==> config.mk <==
export PLATFORM = sky130hd
export DESIGN_NAME = rvfi_trace_buffer
export DESIGN_NICKNAME = d
export VERILOG_FILES = /design/src/rtl/rvfi_trace_pkg.sv /design/src/rtl/trace_ring_mem.sv /design/src/rtl/rvfi_trace_buffer.sv
export SDC_FILE = /design/constraint.sdc
export NUM_CORES = 2
export LEC_CHECK = 0
export CORE_MARGIN = 4
export CORE_UTILIZATION = 60
export DETAILED_ROUTE_END_ITERATION = 8
export HOLD_SLACK_MARGIN = 0.08
export PLACE_DENSITY = 0.87
export SLEW_MARGIN = 5
export SYNTH_ARGS = -nofsm -noshare
export SYNTH_HDL_FRONTEND = slang
export SYNTH_SLANG_ARGS = --single-unit
==> constraint.sdc <==
create_clock -name clk_i -period 13.9 [get_ports clk_i]
set_input_delay 2.78 -clock clk_i [delete_from_list [all_inputs] [get_ports clk_i]]
set_output_delay 2.78 -clock clk_i [all_outputs]
set_load 0.05 [all_outputs]
==> src/rtl/rvfi_trace_pkg.sv <==
// Shared types for the RVFI retirement flight recorder: record layout, FSM states, capture modes.
package rvfi_trace_pkg;

  localparam int unsigned REC_TS_W = 16;

  typedef enum logic [1:0] {
    IDLE      = 2'd0,
    ARMED     = 2'd1,
    TRIGGERED = 2'd2,
    FROZEN    = 2'd3
  } trace_state_e;

  typedef enum logic [1:0] {
    STREAM = 2'd0,
    STOP   = 2'd1,
    RING   = 2'd2
  } trace_mode_e;

  typedef struct packed {
    logic [REC_TS_W-1:0] ts;
    logic                trig;
    logic [31:0]         pc;
    logic [31:0]         insn;
    logic [4:0]          rd_addr;
    logic [31:0]         rd_wdata;
    logic [31:0]         mem_addr;
  } trace_rec_t;

endpackage

==> src/rtl/trace_ring_mem.sv <==
// Record storage: one synchronous write port, one combinational read port.
// Write lands on the clock edge; read data follows rd_addr with no latency.
module trace_ring_mem
  import rvfi_trace_pkg::*;
#(
  parameter  int unsigned DEPTH = 16,
  localparam int unsigned AW    = $clog2(DEPTH)
) (
  input  logic          clk,
  input  logic          wr_en,
  input  logic [AW-1:0] wr_addr,
  input  trace_rec_t    wr_data,
  input  logic [AW-1:0] rd_addr,
  output trace_rec_t    rd_data
);

  trace_rec_t mem [DEPTH];

  always_ff @(posedge clk) begin
    if (wr_en) mem[wr_addr] <= wr_data;
  end

  assign rd_data = mem[rd_addr];

endmodule

==> src/rtl/rvfi_trace_buffer.sv <==
// RVFI retirement trace buffer with STREAM/STOP/RING capture and PC-match trigger.
// Capture visible one edge after rvfi_valid; drained over valid/ready at any time, in any state.
module rvfi_trace_buffer
  import rvfi_trace_pkg::*;
#(
  parameter  int unsigned DEPTH  = 16,
  parameter  int unsigned TS_W   = 16,
  parameter  int unsigned POST_W = 8,
  localparam int unsigned AW     = $clog2(DEPTH),
  localparam int unsigned CW     = $clog2(DEPTH) + 1
) (
  input  logic              clk_i,
  input  logic              rst_i,
  input  logic              enable_i,
  input  logic              clear_i,
  input  logic [1:0]        mode_i,
  input  logic              trig_en_i,
  input  logic [31:0]       trig_pc_i,
  input  logic [POST_W-1:0] post_trig_i,
  input  logic              rvfi_valid,
  input  logic [31:0]       rvfi_pc_rdata,
  input  logic [31:0]       rvfi_insn,
  input  logic [4:0]        rvfi_rd_addr,
  input  logic [31:0]       rvfi_rd_wdata,
  input  logic [31:0]       rvfi_mem_addr,
  output logic              out_valid_o,
  input  logic              out_ready_i,
  output trace_rec_t        out_rec_o,
  output logic [CW-1:0]     count_o,
  output logic [15:0]       drop_cnt_o,
  output logic [1:0]        state_o,
  output logic              frozen_o
);

  trace_state_e      state_q, state_d;
  trace_mode_e       mode;
  logic [TS_W-1:0]   ts_q;
  logic [AW-1:0]     wr_ptr_q, rd_ptr_q;
  logic [CW-1:0]     count_q, count_d;
  logic [15:0]       drop_q;
  logic [POST_W-1:0] post_q, post_d;
  logic              full, pop, capture, wr_en, drop, overwrite, rec_trig;
  trace_rec_t        wr_rec, rd_rec;

  always_comb begin
    unique case (mode_i)
      2'b01:   mode = STOP;
      2'b10:   mode = RING;
      default: mode = STREAM;
    endcase
  end

  assign full    = (count_q == CW'(DEPTH));
  assign pop     = out_valid_o && out_ready_i;
  assign capture = rvfi_valid && (state_q == ARMED || state_q == TRIGGERED);

  // A full buffer with no simultaneous pop loses a record in every mode; RING loses the oldest.
  always_comb begin
    wr_en     = 1'b0;
    drop      = 1'b0;
    overwrite = 1'b0;
    if (capture && !clear_i) begin
      if (full && !pop) begin
        drop = 1'b1;
        if (mode == RING) begin
          wr_en     = 1'b1;
          overwrite = 1'b1;
        end
      end else begin
        wr_en = 1'b1;
      end
    end
  end

  always_comb begin
    count_d = count_q;
    if (wr_en && !overwrite && !pop) count_d = count_q + 1'b1;
    else if (!wr_en && pop)          count_d = count_q - 1'b1;
  end

  always_comb begin
    state_d  = state_q;
    post_d   = post_q;
    rec_trig = wr_en && (state_q == ARMED) && trig_en_i && (rvfi_pc_rdata == trig_pc_i);
    unique case (state_q)
      IDLE:  state_d = ARMED;
      ARMED: begin
        if (rec_trig) begin
          post_d  = post_trig_i;
          state_d = (post_trig_i == '0) ? FROZEN : TRIGGERED;
        end
      end
      TRIGGERED: begin
        if (wr_en) begin
          post_d = post_q - 1'b1;
          if (post_q == POST_W'(1)) state_d = FROZEN;
        end
      end
      default: ;
    endcase
    // STOP freezes on the capture that fills the buffer, so it never has to drop.
    if (mode == STOP && (drop || (wr_en && count_d == CW'(DEPTH)))) state_d = FROZEN;
    if (!enable_i) state_d = IDLE;
    if (clear_i) begin
      state_d = enable_i ? ARMED : IDLE;
      post_d  = '0;
    end
  end

  always_comb begin
    wr_rec          = '0;
    wr_rec.ts       = REC_TS_W'(ts_q);
    wr_rec.trig     = rec_trig;
    wr_rec.pc       = rvfi_pc_rdata;
    wr_rec.insn     = rvfi_insn;
    wr_rec.rd_addr  = rvfi_rd_addr;
    wr_rec.rd_wdata = rvfi_rd_wdata;
    wr_rec.mem_addr = rvfi_mem_addr;
  end

  always_ff @(posedge clk_i or posedge rst_i) begin
    if (rst_i) begin
      state_q  <= IDLE;
      ts_q     <= '0;
      wr_ptr_q <= '0;
      rd_ptr_q <= '0;
      count_q  <= '0;
      drop_q   <= '0;
      post_q   <= '0;
    end else begin
      state_q <= state_d;
      post_q  <= post_d;
      if (enable_i) ts_q <= ts_q + 1'b1;
      if (clear_i) begin
        wr_ptr_q <= '0;
        rd_ptr_q <= '0;
        count_q  <= '0;
        drop_q   <= '0;
      end else begin
        count_q <= count_d;
        if (wr_en)            wr_ptr_q <= wr_ptr_q + 1'b1;
        if (pop || overwrite) rd_ptr_q <= rd_ptr_q + 1'b1;
        if (drop && drop_q != 16'hFFFF) drop_q <= drop_q + 1'b1;
      end
    end
  end

  trace_ring_mem #(.DEPTH(DEPTH)) u_mem (
    .clk     (clk_i),
    .wr_en   (wr_en),
    .wr_addr (wr_ptr_q),
    .wr_data (wr_rec),
    .rd_addr (rd_ptr_q),
    .rd_data (rd_rec)
  );

  // Head is masked when empty so stale slots never appear on the port.
  assign out_valid_o = (count_q != '0);
  assign out_rec_o   = out_valid_o ? rd_rec : '0;
  assign count_o     = count_q;
  assign drop_cnt_o  = drop_q;
  assign state_o     = state_q;
  assign frozen_o    = (state_q == FROZEN);

endmodule

; ---- After elaboration in Yosys (flattened, before gate mapping)
; Memories as Yosys holds them, arrays and structs flattened.
; Index checks and enable logic that the tools add are counted.
[classes]
addsub = 7
n_eq_ne = 18
muxes = 33
n_reduce_logical = 29
[ops]
columns = op, count
row1 = 2-to-1 mux 150 bit, 1
row2 = "adder 16 x 1 -> 16 bit, second input constant", 2
row3 = equality test 32 bit, 1
row4 = 2-to-1 mux 16 bit, 2
row5 = 2-to-1 mux 8 bit, 3
row6 = 2-to-1 mux 4 bit, 4
row7 = "inequality test 16 bit, second input constant", 1
row8 = case mux 8 bit (2 select lines), 1
row9 = 2-to-1 mux 5 bit, 3
row10 = logical AND 1 bit, 13
row11 = 2-to-1 mux 2 bit, 6
row12 = 2-to-1 mux 1 bit, 11
row13 = "equality test 5 bit, second input constant", 2
row14 = "inequality test 5 x 4 -> 1 bit, second input constant", 2
row15 = "adder 4 x 1 -> 4 bit, second input constant", 2
row16 = "equality test 2 bit, second input constant", 4
row17 = "equality test 8 x 1 -> 1 bit, second input constant", 1
row18 = zero test 8 bit, 1
row19 = "subtractor 8 x 1 -> 8 bit, second input constant", 1
row20 = "equality test 2 x 1 -> 1 bit, second input constant", 3
row21 = "inequality test 3 bit, second input constant", 2
row22 = "inequality test 6 x 1 -> 1 bit, second input constant", 1
row23 = case mux 2 bit (3 select lines), 1
row24 = nonzero test 2 bit, 3
row25 = 11 further kinds, 16
[totals]
regBits = 55
ramBits = 2400
in_bits = 182
output_inout_bits = 175
n_memories = 1
[memory_table]
columns = name, depth, width, rd, rd_ports_with_merged_regs, wr, line_no
row1 = u_mem.mem, 16, 150, 1, 0, 1, trace_ring_mem.sv:17  ; trace_rec_t mem [DEPTH];

; ---- Longest topological paths before layout
[depth]
ltp_word = 17
ltp_mapped = 10
ltp_nobuf = 8

; ---- Cells and area by module
; Synthesis repeated with hierarchy kept, for this count alone.
[hier_totals]
hier_cells = 4296
area_unflattened_um2 = 94653.3
[by_module_without_submodules]
columns = module, n_inst, cells_per_inst, area_each_um2, seq_area_each_um2
row1 = trace_ring_mem, 1, 3768, 90192.8, 72069.1
row2 = rvfi_trace_buffer, 1, 528, 4460.5, 1376.3

; ---- Least setup slack after synthesis
; OpenSTA, ideal clock, no wires.
[synth_path]
path_type = input port to flip-flop
from = in mode_i[1]
to = mem u_mem.mem[10][0] (netlist bit) (enable)
setup_ns = 0.527
arrival_time_ns = 7.136
required_ns = 13.373
setup_slack_ns = 6.237
stages = 5
n_path_buf = 1
path_cell_list = nor2b_1 -> o311ai_4 -> clkbuf_1 -> nor3b_1 -> and2_1
[synth_via]
elab_chain_len = 8
[synth_rtl]
columns = item, line_no
row1 = from (decl), rvfi_trace_buffer.sv:16  ; input logic [1:0] mode_i,
row2 = equality test 2 bit or equality test 2 x 1 -> 1 bit (tied branches), rvfi_trace_buffer.sv:46  ; unique case (mode_i)
row3 = case mux 2 bit (2 select lines) *, rvfi_trace_buffer.sv:46
row4 = equality test 2 bit *, rvfi_trace_buffer.sv:65  ; if (mode == RING) begin
row5 = 2-to-1 mux 1 bit *, rvfi_trace_buffer.sv:65
row6 = 2-to-1 mux 1 bit *, rvfi_trace_buffer.sv:63  ; if (full && !pop) begin
row7 = 2-to-1 mux 1 bit *, rvfi_trace_buffer.sv:62  ; if (capture && !clear_i) begin
row8 = 2-to-1 mux 1 bit *, trace_ring_mem.sv:20  ; if (wr_en) mem[wr_addr] <= wr_data;
row9 = 2-to-1 mux 1 bit (implied by the code) *, trace_ring_mem.sv:20
row10 = to (decl), trace_ring_mem.sv:17
; Mark *: on every way between the ends. The rest lies on a longest branch, timed or not.

==> impl_results.md <==
- Setup crit end: out_rec_o[89]
- Die X: 405 um
- Clock Latency Late Sink: 860 ps
- Setup violators final: 0
- WS Path Type: flip-flop to output pin
- Initial Util: 60.4%
- Detail Placement HPWL: 115 mm
- Max-cap violations: 0
- Yosys cell types: 60
- Synth top area share: 76.3%
- Post-layout minimum cycle time: 8700 ps
- Clock Sinks: 2455
- Setup Fix Bufs, Post-CTS: 0
- Dpl ws: 6040 ps
- Pint: 13600 uW
- Fillers: 8763
- Overall die area: 164000 um2
- Hold_buf cts: 0
- Post-synthesis async set-or-reset flop share: 2.24%
- Switching power total: 5880 uW
- Inserted Clock Buffers: 228
- CP endpoint kind: output pin
- Final nets: 4555
- Multi-input logic area: 20200 um2
- RR Startpoint: state_o[0]
- Core area: 156000 um2
- Chip Height: 405 um
- Yosys reg bits: 2455
- WHS: 569 ps
- YS warnings: 0
- I/O Buffers: 356
- Clock power share: 32.2%
- PwrDens: 181 nW/um2
- DRC viols: 0
- Worst Reg-to-Reg Cells: 8
- WL/cell: 36.2 um
- Post-Syn Area: 94400 um2
- Largest fanout on the critical path: 51
- Crit path launch: rd_ptr_q[0]
- Tcrit/Tclk final: 62.6%
- Hold crit path type: flip-flop to flip-flop
- WP data required: 11120 ps
- Primary FF master, synth: edfxtp_1
- Clock transition at the registers of the reported paths: 60 ps
- GRT Total Usage: 30.0%
- Peak supply drop: 0.196 mV
- # rows: 145
- Post-cts repair resize count: 0
- Total number of vias: 45.7k
- RSZ-0062 raised after global routing: no
- R2r endpoint: u_mem.mem[1][147]
- Post-Route WL: 240 mm
- Normalized max-slew margin: 20.4%
- FF-to-FF setup slack: 9170 ps
- Arrival @ worst endpoint: 5920 ps
- Area delta synth->final: 14.5%
- Post-synth EDFFs: 2400
- Clock skew: 58.7 ps
- Root buffer cell: clkbuf_16
- Syn_area_per_cell: 24.2 um2
- Top post-synthesis cells by area: edfxtp_1, mux4_2, dfrtp_1, and2_1, clkbuf_1
- Seq pwr share: 42.9%
- I/O pins: 357
- Share of layout cells above drive strength 1: 26.0%
- Fmax: 115 MHz
- Combinational share of power: 24.9%
- Critical path launch point type: flip-flop
- Reg area: 73500 um2
- Drt first pass iters: 6
- Final Hold Fails: 0
- Global-route wire length before repair: 348 mm
- Antenna Nets Post-Route: 0
- Post-synthesis net count: 4094
- Clock buffer depth: 3
- Via/cell ratio: 6.89
- Pleak: 0.0329 uW
- Yosys top cell by area: edfxtp_1
- Largest net degree at the start of global routing: 135
- Number of global-route vias before repair: 47.5k
- Final Max Tran Viols: 0
- Initial DRC Count: 6419
- GRT overflow: 0
- CTS HTree Levels: 4
- Setup TNS: 0 ps
- Initial antenna violation count: 35
- Worst Max-Slew Pin Slew: 1190 ps
- GPL Wtd Cong: 0.787
- Switching power share of the total: 30.1%
- Synthesized instance count: 3896
- Outcome: complete, no violations
- Register area share after synthesis: 77.8%
- Final setup margin: 5200 ps
- CTS tree: built
==> power by group through the flow <==
stage / Sequential, uW / Combinational, uW / Clock (uW)
finish: 8380 / 4860 / 6290
global route: 8390 / 5060 / 6720
CTS: 8370 / 4900 / 6360
detailed placement: 8530 / 4810 / 0
global placement: 8510 / 4730 / 0
floorplan: 8470 / 3190 / 0
==> state kept, by name, indices dropped and copies added, names as in the netlist <==
register and count:
wr_ptr_q 4, u_mem.mem 2400, ts_q 16, post_q 8, state_o 2, rd_ptr_q 4
drop_cnt_o 16, count_o 5
==> worst max-delay path, cell delays in order, from the launching register on <==
cell	delay (ps)
dfrtp_4	1120
buf_4	910
buf_4	790
mux4_2	680
mux4_2	500
and2_1	200
clkdlybuf4s50_1	730
==> layout make-up <==
type                       count  share of cell area (%)
clock buffer                 291                    5.61
multi-input combinational   1226                    18.7
timing repair buffer         429                    3.89
clock inverter               133                    1.34
sequential                  2455                    68.0
inverter                      17                  0.0591
antenna                       26                  0.0602
tap                         2058                    2.38
==> how the worst min path moves through the flow <==
stage               cells past startpoint              to           start  slack [ps]
floorplan                               2       post_q[1]       post_q[1]         530
global placement                        2  drop_cnt_o[14]  drop_cnt_o[14]         550
detailed placement                      2   drop_cnt_o[4]   drop_cnt_o[4]         560
CTS                                     2  drop_cnt_o[14]  drop_cnt_o[14]         570
global route                            2       post_q[1]       post_q[1]         620
finish                                  2  drop_cnt_o[14]  drop_cnt_o[14]         570
==> per-layer routing <==
layer,track usage (%),vias to the layer above,part of all wire (%)
met4,10.5,18,3.5
met5,0,-,0.050
met1,40.7,24347,35
met3,6.83,491,10
met2,49.0,3190,51
li1,-,17646,-
==> per-stage QoR <==
| step | instance area, um2 | total power, uW | instances | util (%) |
|---|---|---|---|---|
| finish | 108000 | 19500 | 6635 | 69.1 |
| global route | 108000 | 20200 | 6621 | 69.1 |
| CTS | 108000 | 19600 | 6609 | 69.1 |
| detailed placement | 100000 | 13300 | 6185 | 64.3 |
| global placement | 100000 | 13200 | 6185 | 64.3 |
| floorplan | 94400 | 11700 | 3896 | - |
==> synth_stat cells, types with 2 or more instances <==
master and instances:
a32oi_1 2, nor2_1 40, mux4_2 750, or2_2 2, xnor2_1 48, o311ai_0 3
and3b_1 2, nand2_1 22, o2111ai_1 2, a21oi_1 7, dfrtp_1 55, a211oi_1 3
nand3b_1 2, buf_2 6, edfxtp_1 2400, a41oi_1 3, nor4_1 5, o211ai_1 4
o21ai_0 4, inv_1 17, buf_1 54, nor3b_1 4, nand2b_1 3, a22oi_1 2
xor2_1 22, clkbuf_1 136, and3_1 10, ha_1 16, and4_1 3, nand3_1 19
nor2b_1 3, nor3_1 11, nand4_1 33, or3_1 5, mux2i_1 5, and2_1 169
==> layout by cell type, fill, tap and decap left out, types with 40 or more instances in the layout <==
master           count
edfxtp_1          2400
mux4_2             750
clkdlybuf4s50_1    356
clkbuf_16          230
and2_1             153
buf_4               66
clkbuf_1            53
dfrtp_1             51
xnor2_1             48
clkinv_1            44
nor2_1              40
clkinv_2            40
==> cell families after synthesis <==
| family | share of synthesized area (%) |
|---|---|
| buffers and inverters | 0.872 |
| DFF | 77.8 |
| AOI/OAI and AO/OA | 0.378 |
| xor gates and xnor gates | 0.649 |
| adders and majority gates | 0.212 |
| muxes | 18.0 |
| and+or+nand+nor | 2.13 |
Note: power is estimated with default switching activity, not from simulation.
